===== config.mk =====
export PLATFORM = sky130hd
export DESIGN_NAME = uart_cmd_parser
export DESIGN_NICKNAME = d
export VERILOG_FILES = /design/src/rtl/uart_cmd_pkg.sv /design/src/rtl/uart_byte_timeout.sv /design/src/rtl/uart_cmd_parser.sv
export SDC_FILE = /design/constraint.sdc
export NUM_CORES = 1
export LEC_CHECK = 0
export ABC_AREA = 1
export CAP_MARGIN = 30
export CORE_UTILIZATION = 62
export CTS_CLUSTER_DIAMETER = 50
export CTS_CLUSTER_SIZE = 14
export DETAILED_ROUTE_END_ITERATION = 16
export MAX_ROUTING_LAYER = met4
export PLACE_DENSITY = 0.86
export SLEW_MARGIN = 40
export SYNTH_ARGS = -nofsm -noshare
export SYNTH_HDL_FRONTEND = slang
export SYNTH_SLANG_ARGS = --single-unit

===== constraint.sdc =====
create_clock -name clk -period 7.9 [get_ports clk]
set_clock_uncertainty 0.2 [all_clocks]
set_input_delay 0.79 -clock clk [delete_from_list [all_inputs] [get_ports clk]]
set_output_delay 0.79 -clock clk [all_outputs]
set_load 0.05 [all_outputs]

===== src/rtl/uart_cmd_pkg.sv =====
// Shared types and constants for the UART command parser.
package uart_cmd_pkg;

  // Frame-parser states: header bytes, address, data high/low, checksum, write.
  typedef enum logic [2:0] {
    IDLE,
    H1,
    ADR,
    DH,
    DL,
    CK,
    WR
  } state_t;

  // Values reported on err_code.
  typedef enum logic [1:0] {
    ERR_HDR = 2'd0,
    ERR_CKS = 2'd1,
    ERR_TMO = 2'd2,
    ERR_OVR = 2'd3
  } err_t;

  localparam logic [7:0] HDR0_DEFAULT = 8'h55;
  localparam logic [7:0] HDR1_DEFAULT = 8'hAA;

endpackage


===== src/rtl/uart_byte_timeout.sv =====
// Inter-byte timeout: a down-counter reloaded by clr, expire when it reaches zero.
module uart_byte_timeout #(
  parameter int unsigned TIMEOUT_CYC = 100000
) (
  input  logic clk,
  input  logic rst,
  input  logic clr,
  output logic expire
);

  localparam int unsigned CW = (TIMEOUT_CYC > 2) ? $clog2(TIMEOUT_CYC) : 1;
  localparam logic [CW-1:0] LOAD = CW'(TIMEOUT_CYC - 1);

  // Holds cycles remaining rather than cycles elapsed, so the reset/clear value
  // LOAD corresponds to an elapsed count of zero; expiry is at elapsed TIMEOUT_CYC-1.
  logic [CW-1:0] cnt_q, cnt_d;

  // Reload on clear, otherwise count down and saturate at zero.
  always_comb begin
    cnt_d = cnt_q;
    if (clr) begin
      cnt_d = LOAD;
    end else if (cnt_q != '0) begin
      cnt_d = cnt_q - CW'(1);
    end
  end

  // Counter register.
  always_ff @(posedge clk or posedge rst) begin
    if (rst) begin
      cnt_q <= LOAD;
    end else begin
      cnt_q <= cnt_d;
    end
  end

  assign expire = (cnt_q == '0);

endmodule


===== src/rtl/uart_cmd_parser.sv =====
// Frames UART bytes into checked configuration writes on a req/ack port.
module uart_cmd_parser
  import uart_cmd_pkg::*;
#(
  parameter int unsigned TIMEOUT_CYC = 100000,
  parameter logic [7:0]  HDR0        = HDR0_DEFAULT,
  parameter logic [7:0]  HDR1        = HDR1_DEFAULT
) (
  input  logic        clk,
  input  logic        rst,
  input  logic [7:0]  rx_data,
  input  logic        rx_en,
  output logic        cfg_wr_req,
  output logic [7:0]  cfg_addr,
  output logic [15:0] cfg_wdata,
  input  logic        cfg_wr_ack,
  output logic        frame_ok,
  output logic        frame_err,
  output logic [1:0]  err_code,
  output logic [7:0]  frame_cnt
);

  state_t      state_q, state_d;
  logic        rx_en_d_q;
  logic [7:0]  addr_q, addr_d;
  logic [15:0] data_q, data_d;
  logic [7:0]  sum_q, sum_d;
  logic        req_q, req_d;
  logic [7:0]  cfg_addr_q, cfg_addr_d;
  logic [15:0] cfg_wdata_q, cfg_wdata_d;
  logic        frame_ok_q, frame_ok_d;
  logic        frame_err_q, frame_err_d;
  logic [1:0]  err_code_q, err_code_d;
  logic [7:0]  frame_cnt_q, frame_cnt_d;
  logic        ovr_pend_q, ovr_pend_d;

  logic byte_stb;
  logic tmo_clr;
  logic tmo_expire;
  logic tmo_hit;
  logic in_frame;

  assign byte_stb = rx_en & ~rx_en_d_q;
  assign in_frame = (state_q == H1) || (state_q == ADR) || (state_q == DH) ||
                    (state_q == DL) || (state_q == CK);
  assign tmo_clr  = byte_stb | (state_q == IDLE) | (state_q == WR);
  assign tmo_hit  = in_frame & tmo_expire;

  uart_byte_timeout #(
    .TIMEOUT_CYC(TIMEOUT_CYC)
  ) u_timeout (
    .clk   (clk),
    .rst   (rst),
    .clr   (tmo_clr),
    .expire(tmo_expire)
  );

  // Next-state and output logic; timeout takes priority over a same-cycle byte.
  always_comb begin
    state_d     = state_q;
    addr_d      = addr_q;
    data_d      = data_q;
    sum_d       = sum_q;
    req_d       = req_q;
    cfg_addr_d  = cfg_addr_q;
    cfg_wdata_d = cfg_wdata_q;
    frame_ok_d  = 1'b0;
    frame_err_d = 1'b0;
    err_code_d  = err_code_q;
    frame_cnt_d = frame_cnt_q;
    ovr_pend_d  = 1'b0;

    // A byte that collided with the completing ack is reported one cycle
    // later so frame_ok and frame_err never pulse together.
    if (ovr_pend_q) begin
      frame_err_d = 1'b1;
      err_code_d  = ERR_OVR;
    end

    if (tmo_hit) begin
      state_d     = IDLE;
      frame_err_d = 1'b1;
      err_code_d  = ERR_TMO;
    end else begin
      case (state_q)
        IDLE: begin
          if (byte_stb && rx_data == HDR0) state_d = H1;
        end
        H1: begin
          if (byte_stb) begin
            if (rx_data == HDR1) begin
              state_d = ADR;
            end else if (rx_data != HDR0) begin
              state_d     = IDLE;
              frame_err_d = 1'b1;
              err_code_d  = ERR_HDR;
            end
          end
        end
        ADR: begin
          if (byte_stb) begin
            addr_d  = rx_data;
            sum_d   = rx_data;
            state_d = DH;
          end
        end
        DH: begin
          if (byte_stb) begin
            data_d[15:8] = rx_data;
            sum_d        = sum_q + rx_data;
            state_d      = DL;
          end
        end
        DL: begin
          if (byte_stb) begin
            data_d[7:0] = rx_data;
            sum_d       = sum_q + rx_data;
            state_d     = CK;
          end
        end
        CK: begin
          if (byte_stb) begin
            if (rx_data == sum_q) begin
              state_d     = WR;
              req_d       = 1'b1;
              cfg_addr_d  = addr_q;
              cfg_wdata_d = data_q;
            end else begin
              state_d     = IDLE;
              frame_err_d = 1'b1;
              err_code_d  = ERR_CKS;
            end
          end
        end
        WR: begin
          if (cfg_wr_ack) begin
            req_d       = 1'b0;
            frame_ok_d  = 1'b1;
            frame_cnt_d = frame_cnt_q + 8'd1;
            state_d     = IDLE;
            ovr_pend_d  = byte_stb;
          end else if (byte_stb) begin
            frame_err_d = 1'b1;
            err_code_d  = ERR_OVR;
          end
        end
        default: state_d = IDLE;
      endcase
    end
  end

  // State and output registers.
  always_ff @(posedge clk or posedge rst) begin
    if (rst) begin
      state_q     <= IDLE;
      rx_en_d_q   <= 1'b0;
      addr_q      <= '0;
      data_q      <= '0;
      sum_q       <= '0;
      req_q       <= 1'b0;
      cfg_addr_q  <= '0;
      cfg_wdata_q <= '0;
      frame_ok_q  <= 1'b0;
      frame_err_q <= 1'b0;
      err_code_q  <= '0;
      frame_cnt_q <= '0;
      ovr_pend_q  <= 1'b0;
    end else begin
      state_q     <= state_d;
      rx_en_d_q   <= rx_en;
      addr_q      <= addr_d;
      data_q      <= data_d;
      sum_q       <= sum_d;
      req_q       <= req_d;
      cfg_addr_q  <= cfg_addr_d;
      cfg_wdata_q <= cfg_wdata_d;
      frame_ok_q  <= frame_ok_d;
      frame_err_q <= frame_err_d;
      err_code_q  <= err_code_d;
      frame_cnt_q <= frame_cnt_d;
      ovr_pend_q  <= ovr_pend_d;
    end
  end

  assign cfg_wr_req = req_q;
  assign cfg_addr   = cfg_addr_q;
  assign cfg_wdata  = cfg_wdata_q;
  assign frame_ok   = frame_ok_q;
  assign frame_err  = frame_err_q;
  assign err_code   = err_code_q;
  assign frame_cnt  = frame_cnt_q;

endmodule


### Word-level counts from Yosys, hierarchy flattened

Index checks and enable logic that the tools add are counted.

* bits in registers: 91
* input port bits: 12
* logic and storage cells: 114

* add/subtract/negate cells: 3
* eq/ne operators: 23
* multiplexer cells: 47
* bitwise logic cells: 6
* reductions and logical operators: 20

Operators with widths (number)
* $mux W17: 2
* $mux W3: 11
* $pmux W3 S7: 1
* $mux W1: 18
* $mux W2: 9
* $ne A3 B3 Y1 const B: 6
* $logic_not A17 Y1: 1
* $reduce_bool A17 Y1: 1
* $sub A17 B1 Y17 const B: 1
* $mux W8: 2
* $pmux W8 S2: 1
* $reduce_and A3 Y1: 4
* $eq A3 B3 Y1 const B: 3
* $add A8 B1 Y8 const B: 1
* $add A8 B8 Y8: 1
* $eq A8 B7 Y1 const B: 1
* $eq A8 B8 Y1: 1
* $eq A8 B8 Y1 const B: 1
* $ne A8 B7 Y1 const B: 1
* $reduce_and A4 Y1: 2
* $reduce_and A8 Y1: 1
* $eq A3 B2 Y1 const B: 2
* $ne A2 B2 Y1 const B: 3
* $pmux W2 S3: 1
* other kinds (15): 24

### Logic depth before layout (Yosys ltp)

Gate-level depths: netlist of run 1.

* depth in word-level cells: 8
* mapped depth: 11

### Cells and area by module

Synthesis of run 1 repeated with hierarchy kept, for this count alone.

* cells, all modules: 580
* area, all modules: 4720.8 um2

Modules (own cells, without submodules)
* uart_cmd_parser: instances 1, cells an instance 432, area an instance 3664.8 um2, sequential area each 1851.8 um2
* uart_byte_timeout: instances 1, cells an instance 148, area an instance 1056.0 um2, sequential area each 437.9 um2

### Worst setup path before layout of run 1

No wires, ideal clock.

* path kind: input to register
* start point: input rx_data[4]
* end point: register cfg_addr_q[0], in the netlist cfg_addr[0]
* setup time: 0.119 ns
* arrival: 2.004 ns
* setup slack: 5.577 ns
* stages: 10
* path buffers: 1
* cell sequence: ha_1 > inv_1 > nand2_1 > nor2_1 > nand3_1 > nor2_4 > nand2_4 > buf_4 > nand2_1 > nand2_1

* word-level cells in the longest chain between the ends: 2

RTL lines
* from (decl): line uart_cmd_parser.sv:11 `input logic [7:0] rx_data,`
* $eq A8 B8 Y1: line uart_cmd_parser.sv:123 `if (rx_data == sum_q) begin`
* $reduce_and A4 Y1 (no line)
* to (signal assigned): line uart_cmd_parser.sv:175 `cfg_addr_q <= cfg_addr_d;`
* to (decl): line uart_cmd_parser.sv:29 `logic [7:0] cfg_addr_q, cfg_addr_d;`

No other way between the ends.
A chain may end at the register's enable or synchronous reset.

### Worst setup path in the final report of run 1

* start point: input rx_data[5]
* end point: register cfg_wdata_q[4], in the netlist cfg_wdata[4]

* word-level cells in the longest chain between the ends: 2

RTL lines
* $eq A8 B8 Y1: line uart_cmd_parser.sv:123
* $reduce_and A4 Y1 (no line)
* to (signal assigned): line uart_cmd_parser.sv:176 `cfg_wdata_q <= cfg_wdata_d;`
* to (decl): line uart_cmd_parser.sv:30 `logic [15:0] cfg_wdata_q, cfg_wdata_d;`

No other way between the ends.

==> results of run 1 <==
==> metrics by stage <==
stage               hold WS, ps  power (uW)  setup slack, ps  util (%)  instances
CTS                         282        1310             4810      74.8        751
global placement            254        1010             4500      72.2        733
detailed placement          262        1030             4420      72.4        735
floorplan                   251         926             4560         -        598
global route                306        1400             4620      74.8        751
finish                      282        1320             4820      74.8        751
==> sequential cells by signal (all words and copies together) (netlist names) <==
name             flops
addr_q               8
cfg_addr             8
cfg_wdata           16
cfg_wr_req           1
data_q              16
err_code             2
frame_cnt            8
frame_err            1
frame_ok             1
ovr_pend_q           1
rx_en_d_q            1
state_q              3
sum_q                8
u_timeout.cnt_q     17
==> final timing paths <==
path                                             endpoint  cells after the start  slack [ps]                 startpoint
max                              cfg_wdata[4]$_DFFE_PP0P_                     10        4820                 rx_data[5]
min                             cfg_wdata[12]$_DFFE_PP0P_                      2         280  cfg_wdata[12]$_DFFE_PP0P_
max reg2reg                      cfg_wdata[4]$_DFFE_PP0P_                      9        5360       sum_q[5]$_DFFE_PP0P_
min reg2reg                     cfg_wdata[12]$_DFFE_PP0P_                      2         280  cfg_wdata[12]$_DFFE_PP0P_
max in group asynchronous            sum_q[6]$_DFFE_PP0P_                      3        6280                        rst
min in group asynchronous  u_timeout.cnt_q[8]$_DFFE_PP0P_                      3         750                        rst
==> routing by layer <==
metal | wire [um] | share of wire [%] | vias up | GRT usage, %
met5 | 0 | 0 | - | -
met4 | 159 | 1.6 | 0 | 8.20
met3 | 390 | 3.8 | 19 | 4.31
met2 | 4940 | 49 | 90 | 43.8
met1 | 4660 | 46 | 1907 | 35.4
li1 | - | - | 1974 | -
==> worst max-delay path, cell delays in order <==
cell,delay (ps)
clkdlybuf4s50_1,460
ha_1,410
inv_1,130
nand2_1,60
nor2_1,110
nand3_1,170
nor2_4,520
nand2_4,280
nand2_1,140
nand2_1,60
==> cell type report <==
type	instances	area [sq um]
fillers	555	1850
flip-flops and latches	91	2290
well taps	99	124
repair buffers	51	504
clock buffers	10	138
clock inverters	6	40.0
multi-input cells	426	2160
inverters	68	264
==> synth_stat cells <==
master and instances:
nand2_1 208, dfrtp_1 81, inv_1 63, nand3_1 51, nor2_1 46, o21ai_2 21, o21ai_0 16, a21oi_1 13
dfstp_2 10, ha_1 10, xor2_1 9, nor3_1 7, o21ai_1 6, xnor2_1 6, buf_2 5, buf_4 5
nand2_4 5, nor2_4 5, inv_2 4, nor2_2 4, buf_8 3, nand4_1 3, or2_2 3, nand3b_1 2
nor3_2 2, a21boi_0 1, fa_1 1, inv_8 1, nand2_2 1, nand3_4 1, nor3b_1 1, nor4_1 1
o211ai_1 1, o21a_1 1, o22ai_1 1
==> power breakdown <==
part           switching, uW  total (uW)  internal (uW)
registers               58.6         603            544
logic                    277         423            146
clock network            171         294            123
==> kinds of logic after synthesis <==
group                      Yosys count  synth area share, %
adders and majority gates           11                 3.01
AOI/OAI and AO/OA                   60                 8.05
xor gates and xnor gates            15                 2.73
DFF                                 91                 47.5
buffers and inverters               81                 7.69
and+or+nand+nor                    340                 31.0
==> run summary, run 1 <==
run status: finished, final reports clean
Starting Density: 65.3%
most common cell after layout, fill and taps aside: nand2_1
core box area: 0.00737 sq mm
critical path class: in2reg
clock slew at reported path FFs: 90 ps
final slew viol count: 0
VDD IR-drop max: 0.000158 V
# IOs: 49
synthesized area: 0.00482 sq mm
postcts setup bufs: 0
min Tclk post-route: 3080 ps
share of layout cells above drive strength 1: 11.8%
crit path max fanout: 26
Die Ht: 90.1 um
synthesized area per cell: 8.05 sq um
clk sinks: 91
gr usage total: 27.1%
largest area contributor in the netlist: dfrtp_1
hpwl dp: 7240 um
cells after synthesis: 598
number of buffers created by CTS: 9
vias in the first global route: 3,757
crit path capture type: register
# H-tree levels: 3
ANT nets after route: 0
commonest cells after routing, fill and taps aside: nand2_1, dfrtp_1, inv_1
Die Span X: 90.1 um
maximum clock insertion buffer count: 2
setup tns final: 0 ps
hold_buf cts: 0
dpl cell area: 0.00534 sq mm
global route overflow: 0
Seq/Total Area, Yosys: 47.5%
Layout area overhead: 14.5%
first-pass GRT wire length: 17,200 um
DR vias: 3,990
Final period util: 39.0%
Seq cells post-synth: 91
Max Clock Freq: 325 MHz
Min-Delay Path Class: reg2reg
TritonCTS clock tree: yes
final setup vio count: 0
number of vias per cell: 5.31
Max transition margin: 54.6%
drc violations: 0
Crit path required time: 7960 ps
die area: 0.00812 sq mm
Leakage: 0.00284 uW
Final Hold Violating Endpoints: 0
Final Cell Area: 0.00552 sq mm
1st-iter DRT viols: 227
max-cap violations: 0
startpoint types: input port
row count: 31
Final GP Congestion: 0.951
PD cells: 239 mW/mm^2
worst-skew pair later-pin latency: 370 ps
PortBufs: 48
Synth area leaders: dfrtp_1, nand2_1, dfstp_2, nand3_1, inv_1
# nets final: 670
Net Count, Synth: 621
Post-Route WL: 10,100 um
Slew @ Worst Pin: 681 ps
TritonRoute pass-1 iters: 4
largest net degree at the start of global routing: 92
Inserted Diodes: 0
Root Driver: clkbuf_8
Synth cell types: 35
CP Data Arrival Time: 3140 ps
synth warn: 0
initial antenna violation count: 0
Routed WL per cell: 13.5 um
PostCTS Resize Cnt: 0
RSZ-0062 raised after global routing: false
top-area cell type share of the netlist area: 42.1%
(Power assumes the default switching activity.)
==> run 2, diff against run 1 <==
--- a/config.mk
+++ b/config.mk
@@ -7,12 +7,12 @@
 export LEC_CHECK = 0
 export ABC_AREA = 1
 export CAP_MARGIN = 30
-export CORE_UTILIZATION = 62
+export CORE_UTILIZATION = 57
 export CTS_CLUSTER_DIAMETER = 50
 export CTS_CLUSTER_SIZE = 14
 export DETAILED_ROUTE_END_ITERATION = 16
 export MAX_ROUTING_LAYER = met4
-export PLACE_DENSITY = 0.86
+export PLACE_DENSITY = 0.8
 export SLEW_MARGIN = 40
 export SYNTH_ARGS = -nofsm -noshare
 export SYNTH_HDL_FRONTEND = slang
==> constraint.sdc (replaced) <==
create_clock -name clk -period 2.9 [get_ports clk]
set_clock_uncertainty 0.2 [all_clocks]
set_input_delay 0.29 -clock clk [delete_from_list [all_inputs] [get_ports clk]]
set_output_delay 0.29 -clock clk [all_outputs]
set_load 0.05 [all_outputs]
==> run 2 against run 1 <==
Compared with the run above: total power rose to 2.7 times the previous value; die area grew 8.6%; combinational power grew to 2.7 times the previous value; critical path type unchanged.
==> run summary, run 2 (synthesized netlist as in run 1, its figures left out) <==
run status: finished, final reports clean (unchanged)
max reg flops: 17 (unchanged)
Max Clock Freq: 468 MHz
clock slew at reported path FFs: 90 ps (about the same)
Max transition margin: 66.1% (was 54.6%)
Pint: 2220 uW (was 813 uW)
PD cells: 651 mW/mm^2 (was 239 mW/mm^2)
worst-skew pair later-pin latency: 360 ps (was 370 ps)
Root Driver: clkbuf_8 (unchanged)
number of buffers created by CTS: 9 (unchanged)
DR vias: 3,967 (was 3,990)
global route overflow: 0 (unchanged)
dpl cell area: 0.00537 sq mm (was 0.00534 sq mm)
number of vias per cell: 5.23 (was 5.31)
Net Sw Power: 1400 uW (was 506 uW)
CP Data Arrival Time: 2240 ps (was 3140 ps)
crit path capture type: register (unchanged)
Clk pwr share: 22.9% (was 22.3%)
first-pass GRT wire length: 17,200 um (about the same)
share of layout cells above drive strength 1: 12.1% (was 11.8%)
non-filler cells, final: 759 (was 751)
Leakage: 0.00285 uW (was 0.00284 uW)
TritonCTS clock tree: yes (unchanged)
core box area: 0.00818 sq mm (was 0.00737 sq mm)
switching part of the total: 38.6% (was 38.4%)
min Tclk post-route: 2140 ps
Seq pwr share: 45.3% (was 45.7%)
Post-Route WL: 9910 um (was 10,100 um)
# H-tree levels: 3 (unchanged)
1st-iter DRT viols: 168 (was 227)
Crit path required time: 3000 ps (was 7960 ps)
Starting Density: 58.9% (was 65.3%)
PortBufs: 48 (unchanged)
most flop-heavy register: u_timeout.cnt_q (unchanged)
initial antenna violation count: 0 (unchanged)
Final Cell Area: 0.00556 sq mm (was 0.00552 sq mm)
final setup vio count: 0 (unchanged)
Layout area overhead: 15.4% (was 14.5%)
hold_buf cts: 0 (unchanged)
DP Worst Slack: 405 ps (was 4420 ps)
crit path max fanout: 24 (was 26)
Slew @ Worst Pin: 507 ps (was 681 ps)
PostCTS Resize Cnt: 0 (unchanged)
Routed WL per cell: 13.1 um (was 13.5 um)
postcts setup bufs: 0 (unchanged)
Final GP Congestion: 0.952 (was 0.951)
fin worst setup slack: 763 ps (was 4820 ps)
startpoint types: input port (unchanged)
commonest cells after routing, fill and taps aside: nand2_1, dfrtp_1, inv_1 (unchanged)
final slew viol count: 0 (unchanged)
Comb pwr share: 31.8% (was 32.1%)
Inserted Diodes: 0 (unchanged)
vias in the first global route: 3,785 (was 3,757)
drc violations: 0 (unchanged)
# nets final: 672 (was 670)
die area: 0.00882 sq mm (was 0.00812 sq mm)
hpwl dp: 7110 um (was 7240 um)
row count: 33 (was 31)
Min-Delay Path Class: in2async (was reg2reg)
TritonRoute pass-1 iters: 5 (was 4)
clk sinks: 91 (unchanged)
Layout Utilization: 68.0% (was 74.8%)
# IOs: 49 (unchanged)
VDD IR-drop max: 0.000481 V (was 0.000158 V)
largest net degree at the start of global routing: 92 (unchanged)
RSZ-0062 raised after global routing: false (unchanged)
max-cap violations: 0 (unchanged)
ANT nets after route: 0 (unchanged)
maximum clock insertion buffer count: 2 (unchanged)
most common cell after layout, fill and taps aside: nand2_1 (unchanged)
critical path class: in2reg (unchanged)
Die Span X: 93.9 um (was 90.1 um)
Final Hold Violating Endpoints: 0 (unchanged)
gr usage total: 25.5% (was 27.1%)
Die Ht: 93.9 um (was 90.1 um)
setup tns final: 0 ps (unchanged)
Final period util: 73.7%
placed cell count: 743 (was 735)
[run 2: power by group through the flow]
stage	Combinational, uW	Clock [uW]	Sequential [uW]
after floorplan	822	0	1700
after global placement	1120	0	1650
after detailed placement	1140	0	1660
after CTS	1150	845	1640
after global routing	1310	896	1660
final	1150	829	1640
[run 2: per-layer routing]
layer | wire length, um | part of all wire [%] | global-route usage [%] | vias to the layer above
met4 | 108 | 1.1 | 6.67 | 0
met2 | 4800 | 48 | 40.7 | 80
li1 | - | - | - | 1994
met5 | 0 | 0 | - | -
met3 | 366 | 3.7 | 3.88 | 16
met1 | 4630 | 47 | 34.2 | 1877
[run 2: metrics by stage]
step	hold slack, ps	total power, uW
after floorplan	121	2520
after global placement	254	2770
after detailed placement	259	2800
after CTS	176	3630
after global routing	188	3870
final	152	3620
[run 2: area by class of cell]
type,instances,area (sq um)
Fill cell,660,2620
Sequential cell,91,2290
Multi-Input combinational cell,426,2160
Timing Repair Buffer,53,528
Inverter,68,264
Tap cell,105,131
Clock buffer,9,124
Clock inverter,7,65.1
[run 2: final timing paths]
check | end | cells after the start | start | slack [ps]
max reg2reg | cfg_wdata[15]$_DFFE_PP0P_ | 9 | sum_q[4]$_DFFE_PP0P_ | 790
max in group asynchronous | u_timeout.cnt_q[15]$_DFFE_PP1P_ | 3 | rst | 1980
max | cfg_wdata[15]$_DFFE_PP0P_ | 10 | rx_data[4] | 760
min in group clk | rx_en_d_q$_DFF_PP0_ | 1 | rx_en | 180
min | u_timeout.cnt_q[6]$_DFFE_PP0P_ | 3 | rst | 150
min reg2reg | cfg_wdata[2]$_DFFE_PP0P_ | 2 | cfg_wdata[2]$_DFFE_PP0P_ | 280
[run 2: critical path: stages]
cell and delay (ps):
clkdlybuf4s50_1 460, ha_1 360, inv_1 120, nand2_1 60
nor2_1 100, nand3_1 160, nor2_4 170, buf_4 300
nand3_1 130, nand2_1 90
==> run 3, diff against run 2 <==
--- a/config.mk
+++ b/config.mk
@@ -7,12 +7,12 @@
 export LEC_CHECK = 0
 export ABC_AREA = 1
 export CAP_MARGIN = 30
-export CORE_UTILIZATION = 57
+export CORE_UTILIZATION = 52
 export CTS_CLUSTER_DIAMETER = 50
 export CTS_CLUSTER_SIZE = 14
 export DETAILED_ROUTE_END_ITERATION = 16
 export MAX_ROUTING_LAYER = met4
-export PLACE_DENSITY = 0.8
+export PLACE_DENSITY = 0.77
 export SLEW_MARGIN = 40
 export SYNTH_ARGS = -nofsm -noshare
 export SYNTH_HDL_FRONTEND = slang
==> constraint.sdc (replaced) <==
create_clock -name clk -period 1.74 [get_ports clk]
set_clock_uncertainty 0.2 [all_clocks]
set_input_delay 0.174 -clock clk [delete_from_list [all_inputs] [get_ports clk]]
set_output_delay 0.174 -clock clk [all_outputs]
set_load 0.05 [all_outputs]
==> run 3 against run 2 <==
Compared with the run above: the flow now finishes with violations (negative setup slack); via count increased by 15%; critical endpoint is now sum_q[2]$_DFFE_PP0P_; final cell count up 12%; highest routed layer unchanged; critical path depth fell by 2; die area grew 9.4%.
==> run summary, run 3 (synthesized netlist as in run 1, its figures left out) <==
Post-Route WL: 12,700 um (was 9910 um)
Inserted Diodes: 0 (unchanged)
gr usage total: 26.6% (was 25.5%)
Final period util: 110%
Fillers: 599 (was 660)
hpwl dp: 8000 um (was 7110 um)
startpoint types: register (was input port)
PortBufs: 48 (unchanged)
DR vias: 4,554 (was 3,967)
Root Driver: clkbuf_8 (unchanged)
most common cell after layout, fill and taps aside: nand2_1 (unchanged)
# IOs: 49 (unchanged)
share of layout cells above drive strength 1: 41.9% (was 12.1%)
Reg area: 0.00229 sq mm (about the same)
# H-tree levels: 3 (unchanged)
DP Worst Slack: -500 ps (was 405 ps)
initial antenna violation count: 0 (unchanged)
maximum clock insertion buffer count: 2 (unchanged)
Max Clock Freq: 521 MHz
crit path capture type: register (unchanged)
most flop-heavy register: u_timeout.cnt_q (unchanged)
die area: 0.00965 sq mm (was 0.00882 sq mm)
Die Ht: 98.2 um (was 93.9 um)
largest net degree at the start of global routing: 69 (was 92)
run status: finished, violations left (was finished, final reports clean)
Routed WL per cell: 15.0 um (was 13.1 um)
fin worst setup slack: -180 ps (was 763 ps)
worst-skew pair later-pin latency: 370 ps (was 360 ps)
Min-Delay Path Class: in2async (unchanged)
vias in the first global route: 4,384 (was 3,785)
drc violations: 0 (unchanged)
core box area: 0.00885 sq mm (was 0.00818 sq mm)
min Tclk post-route: 1920 ps
# nets final: 758 (was 672)
first-pass GRT wire length: 19,900 um (was 17,200 um)
Slew @ Worst Pin: 394 ps (was 507 ps)
clk sinks: 91 (unchanged)
Hold Slack: 61.5 ps (was 152 ps)
Die Span X: 98.2 um (was 93.9 um)
VDD IR-drop max: 0.000561 V (was 0.000481 V)
final slew viol count: 0 (unchanged)
RSZ-0062 raised after global routing: true (was false)
worst r2r src: u_timeout.cnt_q[6]$_DFFE_PP0P_ (was sum_q[4]$_DFFE_PP0P_)
critical path class: reg2reg (was in2reg)
TritonRoute pass-1 iters: 8 (was 5)
clock slew at reported path FFs: 100 ps (was 90 ps)
Starting Density: 54.4% (was 58.9%)
Final GP Congestion: 0.942 (was 0.952)
CP Data Arrival Time: 2010 ps (was 2240 ps)
TritonCTS clock tree: yes (unchanged)
row count: 34 (was 33)
final setup vio count: 67 (was 0)
1st-iter DRT viols: 312 (was 168)
number of buffers created by CTS: 9 (unchanged)
max reg flops: 17 (unchanged)
max-cap violations: 0 (unchanged)
PD cells: 1040 mW/mm^2 (was 651 mW/mm^2)
violated checks: negative setup slack
ANT nets after route: 0 (unchanged)
Max transition margin: 73.6% (was 66.1%)
global route overflow: 0 (unchanged)
Leakage: 0.00338 uW (was 0.00285 uW)
number of vias per cell: 5.37 (was 5.23)
Layout area overhead: 41.1% (was 15.4%)
commonest cells after routing, fill and taps aside: nand2_1, buf_4, dfrtp_1 (was nand2_1, dfrtp_1, inv_1)
crit path max fanout: 7 (was 24)
Final Hold Violating Endpoints: 0 (unchanged)
Multi-input gate area: 0.00272 sq mm (was 0.00216 sq mm)
Crit. Startpoint: u_timeout.cnt_q[6]$_DFFE_PP0P_ (was rx_data[4])
Crit path required time: 1830 ps (was 3000 ps)
## run 3: worst paths after layout
check                                                 end  slack [ps]  cells after the start
hold reg to reg                  cfg_wdata[3]$_DFFE_PP0P_         290                      2
hold / removal                   frame_cnt[6]$_DFFE_PP0P_          60                      3
setup / recovery                     sum_q[2]$_DFFE_PP0P_        -180                      8
max in group asynchronous  u_timeout.cnt_q[2]$_DFFE_PP1P_         950                      3
setup reg to reg                     sum_q[2]$_DFFE_PP0P_        -180                      8
min in group clk                      rx_en_d_q$_DFF_PP0_          80                      1
## run 3: per-layer routing
| metal | share of wire, % | global-route usage (%) | vias up | wire, um |
|---|---|---|---|---|
| met5 | 0 | - | - | 0 |
| met3 | 4.3 | 3.22 | 27 | 543 |
| met4 | 2.1 | 8.50 | 0 | 262 |
| met2 | 54 | 47.2 | 134 | 6860 |
| met1 | 40 | 31.4 | 2224 | 5030 |
| li1 | - | - | 2169 | - |
## run 3: what timing repair did
| action | CTS | global route |
|---|---|---|
| buffers inserted | 6 | 8 |
| pin swaps | 11 | 38 |
| setup endpoints to repair | 74 | 82 |
| cloned | 2 | 1 |
| hold buffers | 0 | 0 |
| resized for setup | 44 | 96 |
## run 3: report_power, final
part	leakage [uW]	switching [uW]	internal (uW)
sequential	0.00120	299	2480
clock	0.0000886	828	542
combinational	0.00209	1680	1280
## run 3: per-stage QoR
| stage | std cells | instance area, sq um | power (uW) | util, % | setup TNS [ps] |
|---|---|---|---|---|---|
| 6_report | 848 | 6800 | 7100 | 76.8 | -6630 |
| 5_1_grt | 848 | 6800 | 7500 | 76.8 | -11940 |
| 4_1_cts | 842 | 6400 | 6710 | 72.3 | -4280 |
| 3_5_place_dp | 818 | 5970 | 5170 | 67.4 | -17870 |
| 3_3_place_gp | 818 | 5970 | 5060 | 67.4 | -15540 |
| 2_1_floorplan | 598 | 4940 | 4340 | - | -1540 |
## run 3: layout make-up
cell class              instances  area share, %
clock buffers                   9           1.82
inverters                      68           4.11
clock inverters                 7          0.847
repair buffers                138           17.5
well taps                     108           1.99
flip-flops and latches         91           33.7
multi-input cells             427           39.9
## run 3: worst max-delay path, stage by stage, from the launching register on
cell      delay, ps
dfrtp_1         410
nor2_2          250
nand3_4         130
nor2_4          140
nand3_4         120
o211ai_1        210
buf_4           250
nand2_1          70
o21ai_2          60
